$ cat config.mk
export PLATFORM = sky130hd
export DESIGN_NAME = load_store_unit
export DESIGN_NICKNAME = d
export VERILOG_FILES = /design/src/rtl/load_store_unit.sv
export SDC_FILE = /design/constraint.sdc
export NUM_CORES = 1
export LEC_CHECK = 0
export BUFFER_PORTS_ARGS = -buffer_cell sky130_fd_sc_hd__buf_2
export CORE_MARGIN = 2
export CORE_UTILIZATION = 50
export CTS_CLUSTER_DIAMETER = 150
export DETAILED_ROUTE_END_ITERATION = 16
export HOLD_SLACK_MARGIN = 0.03
export PLACE_DENSITY_LB_ADDON = 0.05
export SYNTH_ARGS = -nofsm -noshare
export SYNTH_HDL_FRONTEND = slang
export SYNTH_SLANG_ARGS = --single-unit
$ cat constraint.sdc
create_clock -name clk -period 3.9 [get_ports clk]
set_clock_uncertainty 0.05 [all_clocks]
set_input_delay 0.39 -clock clk [delete_from_list [all_inputs] [get_ports clk]]
set_output_delay 0.39 -clock clk [all_outputs]
set_load 0.02 [all_outputs]
$ cat src/rtl/load_store_unit.sv
// -----------------------------------------------------------------------------
// load_store_unit
//
// Memory stage that sits directly after the instruction decoder. It takes one
// decoded load or store, checks it for alignment/size legality, runs a single
// req/ack transaction against a 32-bit word-wide data memory, and returns
// sign- or zero-extended load data for writeback.
//
// Ports
//   clk, reset        : clock and asynchronous active-low reset
//   start             : request valid, only sampled while ready=1
//   load, store       : decoded access type (exactly one must be set)
//   memLength         : 0=byte, 1=half, 3=word, 2=illegal
//   loadUnsigned      : 1 = zero-extend, 0 = sign-extend sub-word loads
//   address           : effective byte address
//   storeData         : store source, low bits used for byte/half
//   ready             : idle, can accept a request
//   done              : one-cycle completion pulse (success or error)
//   error             : qualified by done
//   loadData          : extended load result, updated only on a good load
//   mem_req/mem_we    : memory request and write strobe, held until mem_ack
//   mem_addr          : word-aligned address
//   mem_byteEn        : byte lane enables
//   mem_wdata         : write data replicated across the selected lanes
//   mem_rdata/mem_ack : memory read data and completion (one cycle)
// -----------------------------------------------------------------------------
module load_store_unit #(
    parameter int DATA_WIDTH = 32,
    parameter int TIMEOUT    = 255,
    parameter int TO_WIDTH   = 8
) (
    input  logic                  clk,
    input  logic                  reset,
    input  logic                  start,
    input  logic                  load,
    input  logic                  store,
    input  logic [1:0]            memLength,
    input  logic                  loadUnsigned,
    input  logic [DATA_WIDTH-1:0] address,
    input  logic [DATA_WIDTH-1:0] storeData,
    output logic                  ready,
    output logic                  done,
    output logic                  error,
    output logic [DATA_WIDTH-1:0] loadData,
    output logic                  mem_req,
    output logic                  mem_we,
    output logic [DATA_WIDTH-1:0] mem_addr,
    output logic [3:0]            mem_byteEn,
    output logic [DATA_WIDTH-1:0] mem_wdata,
    input  logic [DATA_WIDTH-1:0] mem_rdata,
    input  logic                  mem_ack
);

    localparam int LANES = 4;

    localparam logic [1:0] LEN_BYTE = 2'd0;
    localparam logic [1:0] LEN_HALF = 2'd1;
    localparam logic [1:0] LEN_BAD  = 2'd2;
    localparam logic [1:0] LEN_WORD = 2'd3;

    // Last counter value before giving up: mem_req stays high for exactly
    // TIMEOUT cycles when no ack arrives.
    localparam logic [TO_WIDTH-1:0] CNT_LAST = TO_WIDTH'(TIMEOUT - 1);

    typedef enum logic [1:0] {
        ST_IDLE = 2'd0,
        ST_REQ  = 2'd1,
        ST_DONE = 2'd2
    } state_t;

    // ------------------------------------------------------------------
    // State and datapath registers
    // ------------------------------------------------------------------
    state_t                  state_reg,      state_next;
    logic [TO_WIDTH-1:0]     cnt_reg,        cnt_next;
    logic                    error_reg,      error_next;
    logic [DATA_WIDTH-1:0]   load_data_reg,  load_data_next;
    logic                    mem_we_reg,     mem_we_next;
    logic [DATA_WIDTH-1:0]   mem_addr_reg,   mem_addr_next;
    logic [LANES-1:0]        mem_be_reg,     mem_be_next;
    logic [DATA_WIDTH-1:0]   mem_wdata_reg,  mem_wdata_next;
    logic [1:0]              len_reg,        len_next;
    logic [1:0]              offset_reg,     offset_next;
    logic                    unsigned_reg,   unsigned_next;
    logic                    is_load_reg,    is_load_next;

    // ------------------------------------------------------------------
    // Request decode (combinational, from the live inputs)
    // ------------------------------------------------------------------
    logic                    accept;
    logic                    illegal;
    logic [LANES-1:0]        req_be;
    logic [DATA_WIDTH-1:0]   req_wdata;

    // A start with neither load nor store is not a request at all.
    assign accept  = start && (state_reg == ST_IDLE) && (load || store);

    assign illegal = (load && store)
                  || (memLength == LEN_BAD)
                  || ((memLength == LEN_HALF) && address[0])
                  || ((memLength == LEN_WORD) && (address[1:0] != 2'b00));

    // Per-lane enables and write data. Sub-word stores replicate the source
    // across the word so the memory can simply mask by byte enable.
    genvar gi;
    generate
        for (gi = 0; gi < LANES; gi++) begin : g_lane
            localparam logic [1:0] LANE      = 2'(gi);
            localparam int         HALF_BASE = 8 * (gi % 2);

            assign req_be[gi] = (memLength == LEN_WORD)
                             || ((memLength == LEN_HALF) && (address[1] == LANE[1]))
                             || ((memLength == LEN_BYTE) && (address[1:0] == LANE));

            assign req_wdata[8*gi +: 8] =
                (memLength == LEN_WORD) ? storeData[8*gi +: 8] :
                (memLength == LEN_HALF) ? storeData[HALF_BASE +: 8] :
                                          storeData[7:0];
        end
    endgenerate

    // ------------------------------------------------------------------
    // Load extraction, driven by the attributes captured at acceptance
    // ------------------------------------------------------------------
    logic [7:0]            byte_val;
    logic [15:0]           half_val;
    logic                  sign_bit;
    logic [DATA_WIDTH-1:0] load_ext;

    always_comb begin
        byte_val = mem_rdata[{offset_reg, 3'b000} +: 8];
        half_val = mem_rdata[{offset_reg[1], 4'b0000} +: 16];
        sign_bit = 1'b0;
        load_ext = mem_rdata;
        case (len_reg)
            LEN_BYTE: begin
                sign_bit = !unsigned_reg && byte_val[7];
                load_ext = {{24{sign_bit}}, byte_val};
            end
            LEN_HALF: begin
                sign_bit = !unsigned_reg && half_val[15];
                load_ext = {{16{sign_bit}}, half_val};
            end
            default: load_ext = mem_rdata;
        endcase
    end

    // ------------------------------------------------------------------
    // Next-state / next-datapath logic
    // ------------------------------------------------------------------
    always_comb begin
        state_next     = state_reg;
        cnt_next       = cnt_reg;
        error_next     = 1'b0;
        load_data_next = load_data_reg;
        mem_we_next    = mem_we_reg;
        mem_addr_next  = mem_addr_reg;
        mem_be_next    = mem_be_reg;
        mem_wdata_next = mem_wdata_reg;
        len_next       = len_reg;
        offset_next    = offset_reg;
        unsigned_next  = unsigned_reg;
        is_load_next   = is_load_reg;

        case (state_reg)
            ST_IDLE: begin
                if (accept) begin
                    len_next      = memLength;
                    offset_next   = address[1:0];
                    unsigned_next = loadUnsigned;
                    is_load_next  = load;
                    if (illegal) begin
                        // Rejected without touching the memory interface.
                        state_next = ST_DONE;
                        error_next = 1'b1;
                    end else begin
                        state_next     = ST_REQ;
                        cnt_next       = '0;
                        mem_we_next    = store;
                        mem_addr_next  = {address[DATA_WIDTH-1:2], 2'b00};
                        mem_be_next    = req_be;
                        mem_wdata_next = req_wdata;
                    end
                end
            end

            ST_REQ: begin
                // Ack takes priority over a timeout landing in the same cycle.
                if (mem_ack) begin
                    state_next = ST_DONE;
                    cnt_next   = '0;
                    if (is_load_reg) begin
                        load_data_next = load_ext;
                    end
                end else if (cnt_reg == CNT_LAST) begin
                    state_next = ST_DONE;
                    cnt_next   = '0;
                    error_next = 1'b1;
                end else begin
                    cnt_next = cnt_reg + 1'b1;
                end
            end

            ST_DONE: begin
                state_next = ST_IDLE;
            end

            default: begin
                state_next = ST_IDLE;
            end
        endcase
    end

    // ------------------------------------------------------------------
    // Registers
    // ------------------------------------------------------------------
    always_ff @(posedge clk or negedge reset) begin
        if (!reset) begin
            state_reg     <= ST_IDLE;
            cnt_reg       <= '0;
            error_reg     <= 1'b0;
            load_data_reg <= '0;
            mem_we_reg    <= 1'b0;
            mem_addr_reg  <= '0;
            mem_be_reg    <= '0;
            mem_wdata_reg <= '0;
            len_reg       <= LEN_BYTE;
            offset_reg    <= 2'b00;
            unsigned_reg  <= 1'b0;
            is_load_reg   <= 1'b0;
        end else begin
            state_reg     <= state_next;
            cnt_reg       <= cnt_next;
            error_reg     <= error_next;
            load_data_reg <= load_data_next;
            mem_we_reg    <= mem_we_next;
            mem_addr_reg  <= mem_addr_next;
            mem_be_reg    <= mem_be_next;
            mem_wdata_reg <= mem_wdata_next;
            len_reg       <= len_next;
            offset_reg    <= offset_next;
            unsigned_reg  <= unsigned_next;
            is_load_reg   <= is_load_next;
        end
    end

    // ------------------------------------------------------------------
    // Outputs. Handshake flags decode straight from the state register so
    // that an asynchronous reset drops mem_req immediately.
    // ------------------------------------------------------------------
    assign ready      = (state_reg == ST_IDLE);
    assign done       = (state_reg == ST_DONE);
    assign mem_req    = (state_reg == ST_REQ);
    assign error      = error_reg;
    assign loadData   = load_data_reg;
    assign mem_we     = mem_we_reg;
    assign mem_addr   = mem_addr_reg;
    assign mem_byteEn = mem_be_reg;
    assign mem_wdata  = mem_wdata_reg;

endmodule
==> results.toml, run 1 <==
[outcome]
status = "completed"

[global_routing]
grt_pass1_wl_mm = 24.3
grt_max_degree = 79
grt_remaining_overflow = 0
antenna_violations_before_repair = 0
first_global_vias = 5012
grt_use_total_pct = 26.7

[route]
detail_route.first_pass.iterations = 6
remaining_drc_errors = 0
vias = 5191
routed_via_density = 5.38
finalWirelength_mm = 15.3
routed_wire_length_per_instance_um = 15.8
first_iter_violations = 295
antenna_left = 0

[logic_synthesis]
synth.avg_cell_area_um2 = 9.31
synth_compound_gate_area_share_pct = 14.2
asyncSetResetFlopFracSynth_pct = 100
synth.area.mux_share_pct = 8.51
number_of_enable_flip_flop_cells_after_synthesis = 0
yosys.area_share.xor_xnor_pct = 0.160
netlist.top_cell.by_area = "sky130_fd_sc_hd__dfrtp_1"
syn-instance-count = 587
netlist.area_leader.share_pct = 53.1
seq_total_area_yosys_pct = 53.1
synthesized_area_fraction_occupied_by_and_or_nand_nor_cells_pct = 19.9
synth-seq-cells = 116
yosysUniqueCellTypes = 50
synth_adder_area_share_pct = 0.458
post_synth_main_area_contributors = "sky130_fd_sc_hd__dfrtp_1 53%, sky130_fd_sc_hd__nand2_1 13%, sky130_fd_sc_hd__mux2i_1 6.0%, sky130_fd_sc_hd__o21ai_0 3.3%, sky130_fd_sc_hd__nor2_1 2.7%"
mappedNetlistArea_um2 = 5470
synthFlopType = "sky130_fd_sc_hd__dfrtp_1"
dominant_combinational_cell_family_by_area_after_synthesis = "simple AND/OR/NAND/NOR gates"
synth-warning-count = 0

[final_layout]
layout-drive-gt1-share_pct = 31.4
final_net_count = 921
antennaDiodeCount = 0
post-route-cell-area_um2 = 7420
areaGrowthSynthToFinish_pct = 35.8

[floorplanning]
die_h_um = 109
row_count = 38
die_area_um2 = 11800
initial_core_util_pct = 50.9
core-area_um2 = 10700
pin_count = 210
fp.dieW_um = 109

[sta]
tns_ns = 0
report.final.hold_viol_count = 0
setup_viol_count_final = 0
rsz_0062_raised_after_global_routing = "false"
post_layout_worst_setup_margin_ns = 1.34
max_freq_mhz = 391
finalCritPeriodShare_pct = 65.6
timing_max_transition_violations_final = 0
period_minus_slack_ns = 2.56
timing.slew.headroom_pct = 16.5
worst-slew-pin-transition_ns = 1.25

[worst_setup_path]
slowest_delay_ns = 1.17
timing.critical_path.to_type = "flop"
r2r_setup_slack_ns = 1.34
setup_cp_type = "reg2reg"
crit_path_max_fanout = 39
worst_r2r_endpoint = "loadData[22]"
critical_path.startpoint = "len_reg[1]"
r2r_start = "len_reg[1]"
rr_worst_depth = 4
worst_ep_arrival_time_ns = 2.86
crit_path_end = "loadData[22]"
timing.critical_path.slowest_stage_cell = "sky130_fd_sc_hd__dfrtp_1"
start_kind = "flop"
timing.critical_path.cells = "or3_1, o32ai_1, a21oi_2, a21oi_1"
worst-endpoint-required_ns = 4.20

[pwr]
irDropWorstVdd_mv = 0.352
p_leak_nw = 3.93
power.density_cell_area_nw_per_um2 = 716

[cts]
clk_latency_ns = 0.52
clock_tree.buffer_depth = 2
cts_tree = "yes"
cts_inserted_buffers = 17
cts_htree_levels = 4
setup_repair_bufs_after_cts = 0
cts.sinks = 116
clock_tree_root = "sky130_fd_sc_hd__clkbuf_8"
cts.reportedPaths.clkPinSlew_ns = 0.06

[placement]
place_congestion = 0.853
preCtsSetupSlack_ns = 1.20
dpl_cell_area_um2 = 6580
detailedPlacementHpwl_mm = 10.3
port-buffer-count = 207

[worst_hold_path]
worst_min_path_class = "in2reg"

[job]
maxCapViolations = 0
[synth_stat cells, types with 2 or more instances]
cell type                     n
sky130_fd_sc_hd__nor3b_1      2
sky130_fd_sc_hd__clkbuf_1    20
sky130_fd_sc_hd__a22oi_1      8
sky130_fd_sc_hd__nor4_2       2
sky130_fd_sc_hd__nand2b_1     4
sky130_fd_sc_hd__buf_2       14
sky130_fd_sc_hd__nor3_1       4
sky130_fd_sc_hd__buf_4        2
sky130_fd_sc_hd__o21a_1       2
sky130_fd_sc_hd__dfrtp_1    116
sky130_fd_sc_hd__a21o_1       2
sky130_fd_sc_hd__a221oi_1     8
sky130_fd_sc_hd__o2111a_1     2
sky130_fd_sc_hd__o21ai_0     36
sky130_fd_sc_hd__o22ai_1      5
sky130_fd_sc_hd__nor2_1      40
sky130_fd_sc_hd__o31ai_1      4
sky130_fd_sc_hd__nor2b_1     10
sky130_fd_sc_hd__a21oi_1     21
sky130_fd_sc_hd__o2bb2ai_1    2
sky130_fd_sc_hd__mux2_2      12
sky130_fd_sc_hd__mux2i_1     33
sky130_fd_sc_hd__ha_1         2
sky130_fd_sc_hd__o22a_1       7
sky130_fd_sc_hd__a31oi_1      7
sky130_fd_sc_hd__nand2_1    187
sky130_fd_sc_hd__nand3_1      3
sky130_fd_sc_hd__inv_1        9
sky130_fd_sc_hd__and3_1       2
[critical path: cells and delay by family, from the launching register on]
| kind | cells | cell delay, ns |
|---|---|---|
| and+or+nand+nor | 1 | 0.26 |
| DFF | 1 | 1.17 |
| AOI/OAI and AO/OA | 3 | 0.91 |
[metal layers]
layer | routed length (um) | track usage, % | share of wire (%)
met5 | 0 | 0 | 0
met4 | 489 | 12.0 | 3.2
met3 | 1240 | 8.08 | 8.1
met2 | 7250 | 42.1 | 47
met1 | 6280 | 33.8 | 41
[layout make-up]
type	instances	area, um^2
Clock buffer	23	457
Clock inverter	6	80.1
Fill cell	881	3320
Inverter	9	33.8
Multi-Input combinational cell	426	2380
Sequential cell	116	2900
Tap cell	140	175
Timing Repair Buffer	244	1390
[report_power, final]
| group | total (mW) | internal [mW] | switching [mW] |
|---|---|---|---|
| registers | 1.98 | 1.66 | 0.323 |
| clock network | 1.43 | 0.926 | 0.509 |
| logic | 1.90 | 0.705 | 1.19 |
[worst min-delay path by stage]
stage	depth (start not counted)	from	to	slack (ns)
floorplan	0	reset	cnt_reg[0]	0.04
global placement	2	mem_addr[6]	mem_addr[6]	0.40
detailed placement	2	mem_addr[20]	mem_addr[20]	0.41
CTS	3	storeData[2]	mem_wdata[2]	0.06
global route	3	storeData[1]	mem_wdata[1]	0.07
finish	3	storeData[3]	mem_wdata[3]	0.07
[stage by stage]
stage,util [%],cells,power [mW],hold slack (ns)
6_report,69.1,964,5.32,0.0698
5_1_grt,69.1,964,5.65,0.0720
4_1_cts,69.1,964,5.34,0.0588
3_5_place_dp,61.2,904,3.87,0.410
3_3_place_gp,61.2,904,3.81,0.402
2_1_floorplan,-,588,3.15,0.0444
[cell families (layout without fill, tap and decap cells)]
logic type,Yosys count,in the layout
buf+inv,46,282
other cells,1,2
fa+ha+maj,2,2
xor+xnor,1,1
compound gates,115,115
mux,45,45
flops,116,116
simple gates,261,261
[repair_timing]
item	in CTS	in global routing
hold buffers	31	0
hold endpoints to repair	40	0
gates resized for setup	0	0
[cell usage in the layout (no fill, tap or decap), types with 3 or more instances in the layout]
| cell type | instances |
|---|---|
| sky130_fd_sc_hd__o22a_1 | 7 |
| sky130_fd_sc_hd__nand2_1 | 187 |
| sky130_fd_sc_hd__o22ai_1 | 5 |
| sky130_fd_sc_hd__buf_4 | 7 |
| sky130_fd_sc_hd__nand2b_1 | 4 |
| sky130_fd_sc_hd__clkbuf_1 | 4 |
| sky130_fd_sc_hd__nor2_1 | 40 |
| sky130_fd_sc_hd__o21ai_0 | 36 |
| sky130_fd_sc_hd__mux2i_1 | 33 |
| sky130_fd_sc_hd__mux2_2 | 12 |
| sky130_fd_sc_hd__buf_2 | 206 |
| sky130_fd_sc_hd__nor2b_1 | 10 |
| sky130_fd_sc_hd__dlygate4sd3_1 | 31 |
| sky130_fd_sc_hd__nor3_1 | 4 |
| sky130_fd_sc_hd__clkbuf_16 | 16 |
| sky130_fd_sc_hd__o31ai_1 | 4 |
| sky130_fd_sc_hd__a221oi_1 | 8 |
| sky130_fd_sc_hd__inv_1 | 9 |
| sky130_fd_sc_hd__a31oi_1 | 7 |
| sky130_fd_sc_hd__a21oi_1 | 21 |
| sky130_fd_sc_hd__clkbuf_8 | 3 |
| sky130_fd_sc_hd__dfrtp_1 | 116 |
| sky130_fd_sc_hd__a22oi_1 | 8 |
| sky130_fd_sc_hd__nand3_1 | 3 |
| sky130_fd_sc_hd__clkinv_2 | 4 |
Power figures use the tool's default switching activity.
==> inputs of run 2 (changes only) <==
Settings changed: CORE_UTILIZATION 50 to 49.
Clock period 3.9 ns to 2.6 ns, I/O delays scaled along.
==> run 2 against run 1 <==
  * Die area up 2.0%
  * Hold slack got worse by 0.017 ns
  * Power rose by 53%
  * Core utilization rose by 5.2 points
  * Clock power grew 56%
  * Non-clock buffer count increased by 60
  * Worst setup slack lost 0.84 ns
  * Combinational power is 58% higher
  * Highest routed layer unchanged
  * Largest power group is now combinational logic
  * Global-route usage rose by 1.2 points
  * Sequential share of layout area fell by 3.1 points
==> results.toml, run 2 (synthesis gave the netlist of run 1 again) <==
[outcome]
status = "completed"

[route]
remaining_drc_errors = 0
finalWirelength_mm = 16.4
routed_via_density = 5.29
detail_route.first_pass.iterations = 5
antenna_left = 0
vias = 5429
first_iter_violations = 311
routed_wire_length_per_instance_um = 16.0

[worst_setup_path]
critical_path.n_buffers_inverters = 0
worst_ep_arrival_time_ns = 2.39
setup_cp_type = "reg2reg"
timing.critical_path.slowest_stage_cell = "sky130_fd_sc_hd__dfrtp_1"
timing.critical_path.to_type = "flop"
start_kind = "flop"
crit_path_max_fanout = 23
timing.critical_path.cells = "or3_1, o32ai_2, a211oi_2, a221oi_1"
timing.critical_path.max_delay_family = "compound AO/OA/AOI/OAI gates"
r2r_setup_slack_ns = 0.51
worst-endpoint-required_ns = 2.90
rr_worst_depth = 4
slowest_delay_ns = 0.79
critical_path_cell_count = 4

[pwr]
final_power_mw = 8.16
power.density_cell_area_nw_per_um2 = 1010
p_leak_nw = 4.20
irDropWorstVdd_mv = 0.593

[placement]
preCtsSetupSlack_ns = 0.531
detailedPlacementHpwl_mm = 10.6
port-buffer-count = 207
place_congestion = 0.916

[final_layout]
antennaDiodeCount = 0
layout-drive-gt1-share_pct = 30.3
seqCellArea_um2 = 2900
layout.cells.most_common_list = "206 x sky130_fd_sc_hd__buf_2, 187 x sky130_fd_sc_hd__nand2_1, 116 x sky130_fd_sc_hd__dfrtp_1"
nFillCells = 794
multiInputGateArea_um2 = 2380
final_net_count = 981
final_util_pct = 74.3
areaGrowthSynthToFinish_pct = 47.3
layout.cells.most_common = "sky130_fd_sc_hd__buf_2"

[global_routing]
antenna_violations_before_repair = 0
first_global_vias = 5410
grt_max_degree = 77
grt_pass1_wl_mm = 25.6
grt_remaining_overflow = 0
grt_use_total_pct = 27.9

[cts]
cts.reportedPaths.clkPinSlew_ns = 0.05
cts_tree = "yes"
clock_tree_root = "sky130_fd_sc_hd__clkbuf_8"
cts.sinks = 116
cts_inserted_buffers = 17
clk_latency_ns = 0.51
cts_htree_levels = 4
clock_tree.buffer_depth = 2

[sta]
post_layout_worst_setup_margin_ns = 0.507
period_minus_slack_ns = 2.09
timing.slew.headroom_pct = 53.4
setup_viol_count_final = 0
worst-slew-pin-transition_ns = 0.700
report.final.hold_viol_count = 0
timing_max_transition_violations_final = 0
tns_ns = 0
rsz_0062_raised_after_global_routing = "false"
max_freq_mhz = 478
finalCritPeriodShare_pct = 80.5

[worst_hold_path]
min_path_cells = 3
worst_min_path_class = "in2reg"

[job]
maxCapViolations = 0

[floorplanning]
fp.dieW_um = 110
die_h_um = 110
initial_core_util_pct = 50.4
die_area_um2 = 12000
row_count = 38
pin_count = 210
core-area_um2 = 10800
-- run 2: area by class of cell --
class	count	share of cell area (%)
multi-input cells	426	29.6
clock inverters	9	1.27
inverters	9	0.419
well taps	140	2.17
repair buffers	304	24.7
flip-flops and latches	116	36.0
clock buffers	23	5.79
-- run 2: power breakdown --
| group | total, mW | switching, mW | internal [mW] |
|---|---|---|---|
| Combinational | 3.00 | 1.87 | 1.13 |
| Clock | 2.23 | 0.795 | 1.43 |
| Sequential | 2.93 | 0.443 | 2.49 |
| Total | 8.16 | 3.11 | 5.05 |
-- run 2: worst min-delay path, stage by stage --
cell                       delay [ns]
sky130_fd_sc_hd__buf_2           0.11
sky130_fd_sc_hd__nor2b_1         0.11
sky130_fd_sc_hd__a221oi_1        0.08
-- run 2: repair_timing --
item / CTS / global route
buffers inserted: 0 / 0
gates resized for setup: 0 / 0
endpoints found under the hold margin: 124 / 0
hold buffers: 85 / 0
endpoints found under the setup margin: 0 / 0
-- run 2: final timing paths --
| check | from | endpoint |
|---|---|---|
| worst min register to register | mem_addr[4] | mem_addr[4] |
| min in group asynchronous | reset | loadData[28] |
| worst min-delay path | mem_rdata[10] | loadData[10] |
| max in group asynchronous | reset | loadData[23] |
| worst max-delay path | len_reg[1] | loadData[11] |
| worst max register to register | len_reg[1] | loadData[11] |
-- run 2: per-layer routing --
layer	share of wire (%)	track usage [%]
met4	2.1	11.0
met1	41	33.0
met3	7.1	7.77
met5	0	0
met2	50	47.9
-- run 2: metrics by stage --
stage / hold WS, ns / std cells / cell area [um^2]
floorplan: -0.0856 / 588 / 5470
global placement: 0.231 / 910 / 6630
detailed placement: 0.240 / 910 / 6630
CTS: 0.0326 / 1027 / 8050
global route: 0.0497 / 1027 / 8050
finish: 0.0526 / 1027 / 8050
